### config.mk
export PLATFORM = sky130hd
export DESIGN_NAME = fetch_sequencer_flat
export DESIGN_NICKNAME = d
export VERILOG_FILES = /design/src/rtl/cpu_pkg.sv /design/src/rtl/fetch_sequencer_if.sv /design/src/rtl/fetch_sequencer_phase_counter.sv /design/src/rtl/fetch_sequencer.sv /design/src/flat_wrapper.sv
export SDC_FILE = /design/constraint.sdc
export NUM_CORES = 1
export LEC_CHECK = 0
export CAP_MARGIN = 20
export CORE_UTILIZATION = 45
export CTS_CLUSTER_DIAMETER = 40
export DETAILED_ROUTE_END_ITERATION = 10
export PLACE_DENSITY = 0.84
export RECOVER_POWER = 50
export SYNTH_ARGS = -nofsm -noshare
export SYNTH_HDL_FRONTEND = slang
export SYNTH_SLANG_ARGS = --single-unit
### constraint.sdc
create_clock -name clk -period 2.6 [get_ports clk]
set_clock_uncertainty 0.2 [all_clocks]
set_input_delay 0.26 -clock clk [delete_from_list [all_inputs] [get_ports clk]]
set_output_delay 0.26 -clock clk [all_outputs]
set_load 0.05 [all_outputs]
### src/rtl/cpu_pkg.sv
// Shared types and width defaults for the 8-phase accumulator CPU.
// Imported by the fetch sequencer and the phase-decoding controller.
package cpu_pkg;

  localparam int AW_DEF = 5;
  localparam int DW_DEF = 8;

  typedef enum logic [2:0] {
    HLT = 3'd0,
    SKZ = 3'd1,
    ADD = 3'd2,
    AND = 3'd3,
    XOR = 3'd4,
    LDA = 3'd5,
    STO = 3'd6,
    JMP = 3'd7
  } opcode_e;

  typedef enum logic [2:0] {
    INST_ADDR  = 3'd0,
    INST_FETCH = 3'd1,
    INST_LOAD  = 3'd2,
    IDLE       = 3'd3,
    OP_ADDR    = 3'd4,
    OP_FETCH   = 3'd5,
    ALU_OP     = 3'd6,
    STORE      = 3'd7
  } phase_e;

  typedef enum logic {
    RUN    = 1'b0,
    HALTED = 1'b1
  } seq_state_e;

endpackage

### src/rtl/fetch_sequencer_if.sv
// Controller/memory bundle of the fetch sequencer.
// FETCH_SEQ_SINGLE_STEP_EN adds the step_mode input.
interface fetch_sequencer_if #(
  parameter int AW    = 5,
  parameter int DW    = 8,
  parameter int CNT_W = 16
);
  logic [DW-1:0]    mem_data;
  logic             sel;
  logic             ld_ir;
  logic             inc_pc;
  logic             ld_pc;
  logic             halt;
  logic             resume;
`ifdef FETCH_SEQ_SINGLE_STEP_EN
  logic             step_mode;
`endif
  logic [2:0]       phase;
  logic [2:0]       opcode;
  logic [AW-1:0]    ir_addr;
  logic [AW-1:0]    pc;
  logic [AW-1:0]    addr;
  logic             halted;
  logic [CNT_W-1:0] instr_count;

  modport master (
    output mem_data, sel, ld_ir, inc_pc,
    output ld_pc, halt, resume,
`ifdef FETCH_SEQ_SINGLE_STEP_EN
    output step_mode,
`endif
    input  phase, opcode, ir_addr, pc,
    input  addr, halted, instr_count
  );

  modport slave (
    input  mem_data, sel, ld_ir, inc_pc,
    input  ld_pc, halt, resume,
`ifdef FETCH_SEQ_SINGLE_STEP_EN
    input  step_mode,
`endif
    output phase, opcode, ir_addr, pc,
    output addr, halted, instr_count
  );
endinterface

### src/rtl/fetch_sequencer_phase_counter.sv
// 3-bit phase wrap counter plus the RUN/HALTED state machine.
// wrap flags a RUN edge that takes phase from 7 back to 0.
module phase_counter
  import cpu_pkg::*;
(
  input  logic       clk,
  input  logic       rst,
  input  logic       halt,
  input  logic       resume,
  input  logic       step,
  output logic [2:0] phase,
  output logic       halted,
  output logic       wrap
);

  seq_state_e state_q;
  seq_state_e state_d;
  logic [2:0] phase_q;
  logic       en;
  logic       clr;

  assign phase  = phase_q;
  assign halted = (state_q == HALTED);

  // Next state, counter enable and clear
  always_comb begin
    state_d = state_q;
    en      = 1'b0;
    clr     = 1'b0;
    wrap    = 1'b0;
    unique case (state_q)
      RUN: begin
        if (halt) begin
          state_d = HALTED;
        end else begin
          en   = 1'b1;
          wrap = (phase_q == 3'(STORE));
          if (wrap && step)
            state_d = HALTED;
        end
      end
      HALTED: begin
        if (resume) begin
          state_d = RUN;
          clr     = 1'b1;
        end
      end
      default: state_d = RUN;
    endcase
  end

  // State register
  always_ff @(posedge clk or posedge rst) begin
    if (rst)
      state_q <= RUN;
    else
      state_q <= state_d;
  end

  // Phase counter: sync clear beats enable, wraps 7 -> 0
  always_ff @(posedge clk or posedge rst) begin
    if (rst)
      phase_q <= 3'd0;
    else if (clr)
      phase_q <= 3'd0;
    else if (en)
      phase_q <= phase_q + 3'd1;
  end

endmodule

### src/rtl/fetch_sequencer.sv
// Fetch stage: phase, PC, IR, halt/resume and retired count.
// FETCH_SEQ_SINGLE_STEP_EN enables auto-halt after each instruction.
module fetch_sequencer
  import cpu_pkg::*;
#(
  parameter int AW       = AW_DEF,
  parameter int DW       = DW_DEF,
  parameter int RESET_PC = 0,
  parameter int CNT_W    = 16
) (
  input  logic                clk,
  input  logic                rst,
  fetch_sequencer_if.slave    bus
);

  logic [AW-1:0]    pc_q;
  logic [DW-1:0]    ir_q;
  logic [CNT_W-1:0] cnt_q;
  logic [AW-1:0]    ir_addr;
  logic             halted;
  logic             wrap;
  logic             step;
  logic             run;

`ifdef FETCH_SEQ_SINGLE_STEP_EN
  assign step = bus.step_mode;
`else
  assign step = 1'b0;
`endif

  phase_counter u_phase (
    .clk    (clk),
    .rst    (rst),
    .halt   (bus.halt),
    .resume (bus.resume),
    .step   (step),
    .phase  (bus.phase),
    .halted (halted),
    .wrap   (wrap)
  );

  assign run     = ~halted;
  assign ir_addr = ir_q[AW-1:0];

  assign bus.halted      = halted;
  assign bus.pc          = pc_q;
  assign bus.ir_addr     = ir_addr;
  assign bus.opcode      = ir_q[DW-1:DW-3];
  assign bus.instr_count = cnt_q;
  assign bus.addr        = bus.sel ? pc_q : ir_addr;

  // PC: jump beats increment, frozen while halted
  always_ff @(posedge clk or posedge rst) begin
    if (rst)
      pc_q <= AW'(RESET_PC);
    else if (run && bus.ld_pc)
      pc_q <= ir_addr;
    else if (run && bus.inc_pc)
      pc_q <= pc_q + AW'(1);
  end

  // IR: load from memory on ld_ir while running
  always_ff @(posedge clk or posedge rst) begin
    if (rst)
      ir_q <= '0;
    else if (run && bus.ld_ir)
      ir_q <= bus.mem_data;
  end

  // Retired count: one per completed 8-phase instruction
  always_ff @(posedge clk or posedge rst) begin
    if (rst)
      cnt_q <= '0;
    else if (wrap)
      cnt_q <= cnt_q + CNT_W'(1);
  end

endmodule

### src/flat_wrapper.sv
// flat-port wrapper written by rule: the top's interface ports become plain ports
module fetch_sequencer_flat import cpu_pkg::*;
#(
  parameter int AW       = AW_DEF,
  parameter int DW       = DW_DEF,
  parameter int RESET_PC = 0,
  parameter int CNT_W    = 16
)
  (clk, rst, bus_mem_data, bus_sel, bus_ld_ir, bus_inc_pc, bus_ld_pc, bus_halt, bus_resume, bus_phase, bus_opcode, bus_ir_addr, bus_pc, bus_addr, bus_halted, bus_instr_count);
  fetch_sequencer_if #(.AW(AW), .DW(DW), .CNT_W(CNT_W)) bus_i ();
  input  logic clk;
  input  logic rst;
  input wire logic [$bits(bus_i.mem_data)-1:0] bus_mem_data;
  input wire logic [$bits(bus_i.sel)-1:0] bus_sel;
  input wire logic [$bits(bus_i.ld_ir)-1:0] bus_ld_ir;
  input wire logic [$bits(bus_i.inc_pc)-1:0] bus_inc_pc;
  input wire logic [$bits(bus_i.ld_pc)-1:0] bus_ld_pc;
  input wire logic [$bits(bus_i.halt)-1:0] bus_halt;
  input wire logic [$bits(bus_i.resume)-1:0] bus_resume;
  output wire logic [$bits(bus_i.phase)-1:0] bus_phase;
  output wire logic [$bits(bus_i.opcode)-1:0] bus_opcode;
  output wire logic [$bits(bus_i.ir_addr)-1:0] bus_ir_addr;
  output wire logic [$bits(bus_i.pc)-1:0] bus_pc;
  output wire logic [$bits(bus_i.addr)-1:0] bus_addr;
  output wire logic [$bits(bus_i.halted)-1:0] bus_halted;
  output wire logic [$bits(bus_i.instr_count)-1:0] bus_instr_count;
  assign bus_i.mem_data = bus_mem_data;
  assign bus_i.sel = bus_sel;
  assign bus_i.ld_ir = bus_ld_ir;
  assign bus_i.inc_pc = bus_inc_pc;
  assign bus_i.ld_pc = bus_ld_pc;
  assign bus_i.halt = bus_halt;
  assign bus_i.resume = bus_resume;
  assign bus_phase = bus_i.phase;
  assign bus_opcode = bus_i.opcode;
  assign bus_ir_addr = bus_i.ir_addr;
  assign bus_pc = bus_i.pc;
  assign bus_addr = bus_i.addr;
  assign bus_halted = bus_i.halted;
  assign bus_instr_count = bus_i.instr_count;
  fetch_sequencer #(.AW(AW), .DW(DW), .RESET_PC(RESET_PC), .CNT_W(CNT_W)) u_core (.clk(clk), .rst(rst), .bus(bus_i));
endmodule
==> metrics.md, run 1 <==
| Metric | Value |
|---|---|
| Crit path depth | 3 |
| Initial core utilization | 47.2% |
| Die Ht | 61.1 microns |
| Fin. Hold Viols | 0 |
| Largest area contributor in the netlist | dfrtp_1 |
| CP Buf/Inv Count | 2 |
| Worst slew pin tran | 0.672 ns |
| Clock Latency Late Sink | 0.32 ns |
| Reg2Reg Depth | 6 |
| Die area | 3740 sq um |
| Worst Setup End Kind | primary output |
| Layout cells sized above 1 | 10.9% |
| Setup TNS | 0 ns |
| Cells along the critical path | clkdlybuf4s50_1 -> mux2_2 -> clkdlybuf4s50_1 |
| Seq/Total Area, Yosys | 52.5% |
| Routed WL | 3.38 mm |
| DP Wirelength | 2.56 mm |
| Initial DRC Count | 51 |
| Antenna-violating nets left | 0 |
| Hold buffer count at CTS | 0 |
| Max cap viols | 0 |
| Largest net degree at the start of global routing | 20 |
| Crit path DAT | 1.90 ns |
| GR Overflow Total | 0 |
| Worst R2R Start | u_core.u_phase.phase[0] |
| Vias per std cell | 5.36 |
| Clock network fraction of total power | 15.8% |
| Switching part of the total | 43.7% |
| CTS sink cnt | 33 |
| Reg2reg end | u_core.bus.instr_count[14] |
| Synth warn | 0 |
| Slew margin rel. | 55.1% |
| I/O pin cnt | 54 |
| Crit path top cell by count | clkdlybuf4s50_1 |
| Cell Area, Placed | 2150 sq um |
| Worst-path clk slew | 0.10 ns |
| Die Wd | 61.1 microns |
| RSZ-0062 raised after global routing | false |
| Final worst path period need | 2.36 ns |
| Top cells by area, synth | dfrtp_1, mux2_2, xnor2_1 |
| Gate power share | 45.2% |
| Worst slack at placement | 0.242 ns |
| Setup violators final | 0 |
| TritonCTS clock tree | done |
| Area grow syn2layout | 39.0% |
| Vias in the first global route | 1,277 |
| Commonest cells post-synth | dfrtp_1, mux2_2, o21ai_0, xnor2_1, nand2_1 |
| Psw | 788 uW |
| Status | finished, final reports clean |
| Asr flop ratio synth | 100% |
| Port-buffer cells | 53 |
| Finished layout cell area | 2190 sq um |
| Routed vias | 1,282 |
| FMAX | 0.424 GHz |
| Crit path max-delay family | buffers and inverters |
| Residual DRC | 0 |
| Internal | 1.02 mW |
| Post-CTS Setup Bufs | 0 |
| Netlist cell types | 31 |
| Data required, critical path | 2.14 ns |
| Pwr Density | 825 nW/um^2 |
| GR Util All Layers | 20.4% |
| Reg2reg setup slack | 0.55 ns |
| Top-count cell post-synth | dfrtp_1 |
| Crit Path Class | in2out |
| Sequential share of power | 39.0% |
| CTS buffer count | 5 |
| TritonRoute pass-1 iters | 4 |
| Initial antenna violation count | 0 |
| Critical-path cell with the highest stage delay | clkdlybuf4s50_1 |
| Worst-path maximum fanout | 5 |
| Nets | 213 |
| Synthesized area | 1570 sq um |
| Leakage | 0.947 nW |
| Final Wtd Congestion | 0.836 |
| Worst IR drop on VDD | 0.659 mV |
| # rows | 21 |
| CTS H-tree lvls | 2 |
| Core area | 3340 sq um |
| Setup ws final | 0.240 ns |
| Syn_nets | 156 |
| Max incr delay on CP | 0.70 ns |
| ANT cells | 0 |
| Post-cts resize count | 0 |
| Clk buf depth | 2 |
| HP Class | in2async |
| Synth Flop Type | dfrtp_1 |
| Clock root buffer master | clkbuf_4 |
| Global-route wire length before repair | 5.51 mm |
| Fin. max-slew vios | 0 |
| Number of synthesized flops with an enable pin | 0 |
| Syn Inst Count | 136 |
| Top-area cell type share of the netlist area | 52.5% |
| CP Launch Type | input pin |
| Final worst-path cycle share | 90.8% |
| Seq cells post-synth | 33 |
| Syn Area/Cell | 11.6 sq um |
| Post-DR wirelength/cell | 14.1 microns |
==> worst max-delay path by stage <==
stage	slack, ns	startpoint	to
after CTS	0.24	bus_sel	bus_addr[3]
after detailed placement	0.24	bus_sel	bus_addr[3]
after floorplan	0.42	u_core.u_phase.phase[0]	u_core.bus.instr_count[7]
after global routing	0.18	bus_sel	bus_addr[3]
final	0.24	bus_sel	bus_addr[3]
after global placement	0.27	bus_sel	bus_addr[4]
==> cell usage in the layout (no fill, tap or decap), drive strengths merged, types with 3 or more instances in the layout <==
| cell type | Yosys | layout |
|---|---|---|
| and4 | 3 | 3 |
| clkdlybuf4s50 | 0 | 51 |
| clkbuf | 3 | 9 |
| nand2 | 9 | 9 |
| inv | 3 | 3 |
| xor2 | 6 | 6 |
| a21oi | 4 | 4 |
| nand3 | 3 | 3 |
| dfrtp | 33 | 33 |
| o21ai | 10 | 10 |
| nor2 | 7 | 7 |
| nand4 | 7 | 7 |
| ha | 4 | 4 |
| mux2 | 14 | 14 |
| and2 | 4 | 4 |
| xnor2 | 10 | 10 |
==> kinds of logic after synthesis <==
logic type	after synthesis	share of synthesized area, %
adders and majority gates	4	3.18
DFF	33	52.5
muxes	16	11.3
AOI/OAI and AO/OA	19	6.76
xor gates and xnor gates	16	8.90
and+or+nand+nor	40	14.8
buffers and inverters	8	2.62
==> flip-flops by register name (all words and copies together) (netlist names) <==
register / count
u_core.bus.instr_count: 16
u_core.ir_q: 8
u_core.bus.pc: 5
u_core.u_phase.halted: 1
u_core.u_phase.phase: 3
==> metrics by stage <==
stage | utilization (%) | power (mW) | std cells | hold WS, ns
2_1_floorplan | - | 1.23 | 136 | 0.189
3_3_place_gp | 64.3 | 1.51 | 232 | 0.262
3_5_place_dp | 64.3 | 1.53 | 232 | 0.266
4_1_cts | 66.0 | 1.83 | 239 | 0.148
5_1_grt | 65.6 | 1.90 | 239 | 0.306
6_report | 65.6 | 1.81 | 239 | 0.265
==> power by group through the flow <==
stage	combinational [mW]	clock (mW)	sequential [mW]
final	0.816	0.285	0.704
after global routing	0.857	0.319	0.721
after detailed placement	0.820	0	0.713
after CTS	0.825	0.296	0.705
after global placement	0.801	0	0.708
after floorplan	0.253	0	0.981
==> worst register-to-register path, cell delays in order, from the launching register on <==
cell and delay (ns):
dfrtp_1 0.42, ha_1 0.18, ha_1 0.14, nor3b_4 0.29, nand4_1 0.31, nand3b_1 0.27, xnor2_1 0.14
==> metal layers <==
layer	part of all wire (%)	GRT usage (%)
met5	0	0
met4	0	6.82
met3	6.1	6.30
met2	51	34.5
met1	43	24.8
==> cell type report <==
class	count	area, sq um
multi-input cells	95	701
clock buffers	7	55.1
fillers	274	1150
flip-flops and latches	33	826
inverters	3	11.3
repair buffers	55	538
well taps	46	57.6
Note: power is estimated with default switching activity, not from simulation.
==> run 2: changes to the inputs <==
Settings changed: RECOVER_POWER 50 to default.
==> run 2 against run 1 <==
  * Critical path depth stayed put
  * Critical endpoint unchanged
  * Hold slack worse by 0.14 ns
  * Fmax hardly changed
  * Highest routed layer is now met4
  * Routed wire length is 0.36% lower
  * Non-clock buffer count stayed put
==> metrics.md, run 2 (synthesized netlist as in run 1, its figures left out) <==
| Metric | Value |
|---|---|
| Status | finished, final reports clean |
| Routed WL | 3.36 mm (-0.36%) |
| # rows | 21 (unchanged) |
| Nets | 213 (unchanged) |
| GR Overflow Total | 0 (unchanged) |
| Residual DRC | 0 (unchanged) |
| CP Launch Type | input pin |
| Final worst-path cycle share | 90.8% (about the same) |
| Layout cells sized above 1 | 12.4% (+1.6 points) |
| Initial antenna violation count | 0 (unchanged) |
| GR Util All Layers | 20.4% (unchanged) |
| Clock Latency Late Sink | 0.33 ns (about the same) |
| Crit Path Class | in2out |
| Fin. Hold Viols | 0 (unchanged) |
| Post-CTS Setup Bufs | 0 (unchanged) |
| Antenna-violating nets left | 0 (unchanged) |
| CTS buffer count | 5 (unchanged) |
| Leading cell type in the layout, fill and taps excluded | clkdlybuf4s50_1 |
| Core area | 3340 sq um (unchanged) |
| Area grow syn2layout | 39.9% |
| Fin. max-slew vios | 0 (unchanged) |
| CTS sink cnt | 33 (unchanged) |
| Final hold slack | 0.126 ns (-0.140 ns) |
| Post-DR wirelength/cell | 14.1 microns (-0.36%) |
| Cells along the critical path | clkdlybuf4s50_1 -> mux2_2 -> clkdlybuf4s50_1 |
| Highest-count cells in the layout ignoring fill and taps | clkdlybuf4s50_1, dfrtp_1, mux2_2, xnor2_1, o21ai_0 |
| CTS H-tree lvls | 2 (unchanged) |
| Setup TNS | 0 ns (unchanged) |
| ANT cells | 0 (unchanged) |
| Die Ht | 61.1 microns (unchanged) |
| TritonCTS clock tree | done |
| FMAX | 0.424 GHz (about the same) |
| Data required, critical path | 2.14 ns (about the same) |
| Global-route wire length before repair | 5.51 mm (unchanged) |
| Max incr delay on CP | 0.70 ns (about the same) |
| Worst slew pin tran | 0.678 ns (+0.00521 ns) |
| CP Buf/Inv Count | 2 (unchanged) |
| Post-cts resize count | 0 (unchanged) |
| Routed vias | 1,281 (-0.078%) |
| Final Wtd Congestion | 0.836 (unchanged) |
| I/O pin cnt | 54 (unchanged) |
| Largest net degree at the start of global routing | 20 (unchanged) |
| Die area | 3740 sq um (unchanged) |
| Initial core utilization | 47.2% (unchanged) |
| Leakage | 0.964 nW (+1.8%) |
| Layout Cells excl Fill | 239 (unchanged) |
| Worst-path clk slew | 0.10 ns (about the same) |
| Die Wd | 61.1 microns (unchanged) |
| Max reg flops | 16 (unchanged) |
| Vias per std cell | 5.36 (about the same) |
| Setup violators final | 0 (unchanged) |
| Hold buffer count at CTS | 0 (unchanged) |
| Filler Cell Count | 271 (-1.1%) |
| Crit path top cell by count | clkdlybuf4s50_1 |
| DP Wirelength | 2.56 mm (unchanged) |
| Vias in the first global route | 1,277 (unchanged) |
| RSZ-0062 raised after global routing | false |
| HP Class | in2async |
| Port-buffer cells | 53 (unchanged) |
| Max cap viols | 0 (unchanged) |
| Crit path max-delay family | buffers and inverters |
| Clk buf depth | 2 (unchanged) |
| Worst IR drop on VDD | 0.660 mV (+0.12%) |
| Critical-path cell with the highest stage delay | clkdlybuf4s50_1 |
| Final worst path period need | 2.36 ns (-0.000410 ns) |
| Worst Setup End Kind | primary output |
| Clock root buffer master | clkbuf_4 |
| Worst-path maximum fanout | 5 (unchanged) |
| Dpl cells | 232 (unchanged) |
| Pwr Density | 823 nW/um^2 (-0.22%) |
| Slew margin rel. | 54.8% (-0.35 points) |
| Initial DRC Count | 46 (-9.8%) |
| Crit path DAT | 1.90 ns (about the same) |
| TritonRoute pass-1 iters | 4 (unchanged) |
## run 2: worst paths after layout
check | from | end | slack (ns) | depth (start not counted)
setup / recovery | bus_sel | bus_addr[3] | 0.24 | 3
hold / removal | rst | u_core.bus.instr_count[7] | 0.13 | 2
min in group clk | u_core.bus.instr_count[15] | u_core.bus.instr_count[15] | 0.28 | 1
hold reg to reg | u_core.bus.instr_count[15] | u_core.bus.instr_count[15] | 0.28 | 1
max in group asynchronous | rst | u_core.u_phase.halted | 1.50 | 3
setup reg to reg | u_core.u_phase.phase[0] | u_core.bus.instr_count[7] | 0.60 | 6
## run 2: cell type report
type / count / area [sq um] / area share (%)
clock buffer: 7 / 55.1 / 2.50
inverter: 3 / 11.3 / 0.511
multi-input combinational: 95 / 707 / 32.1
sequential: 33 / 826 / 37.5
tap: 46 / 57.6 / 2.61
timing repair buffer: 55 / 546 / 24.8
## run 2: worst register-to-register path, stage by stage, from the launching register on
cell	delay [ns]
dfrtp_1	0.41
ha_1	0.18
ha_1	0.14
nor3b_4	0.31
and2_1	0.32
and4_1	0.24
xor2_1	0.14
## run 2: power by group
part	leakage (nW)	total [mW]	switching, mW	internal, mW
Sequential	0.428	0.706	0.110	0.596
Clock	0.0314	0.288	0.161	0.128
Combinational	0.504	0.818	0.523	0.295
Total	0.964	1.81	0.794	1.02
## run 2: metal layers
layer  vias to the layer above  share of wire, %  GRT usage [%]
met2                        57                49           34.5
met1                       626                43           24.8
met3                         7               6.3           6.30
met5                         -                 0              0
li1                        591                 -              -
met4                         0               1.3           6.82
## run 2: stage by stage
stage | total power, mW | instance area, sq um | util (%) | setup WS, ns
3_5_place_dp | 1.53 | 2150 | 64.3 | 0.242
4_1_cts | 1.83 | 2200 | 66.0 | 0.235
6_report | 1.81 | 2200 | 66.0 | 0.240
2_1_floorplan | 1.23 | 1570 | - | 0.420
3_3_place_gp | 1.51 | 2150 | 64.3 | 0.268
5_1_grt | 1.90 | 2200 | 66.0 | 0.180
==> run 3: changes to the inputs <==
Settings changed: SLEW_MARGIN from default to 40.
==> results of run 3 <==
No change in the layout: final DEF, timing and power equal those of run 2.
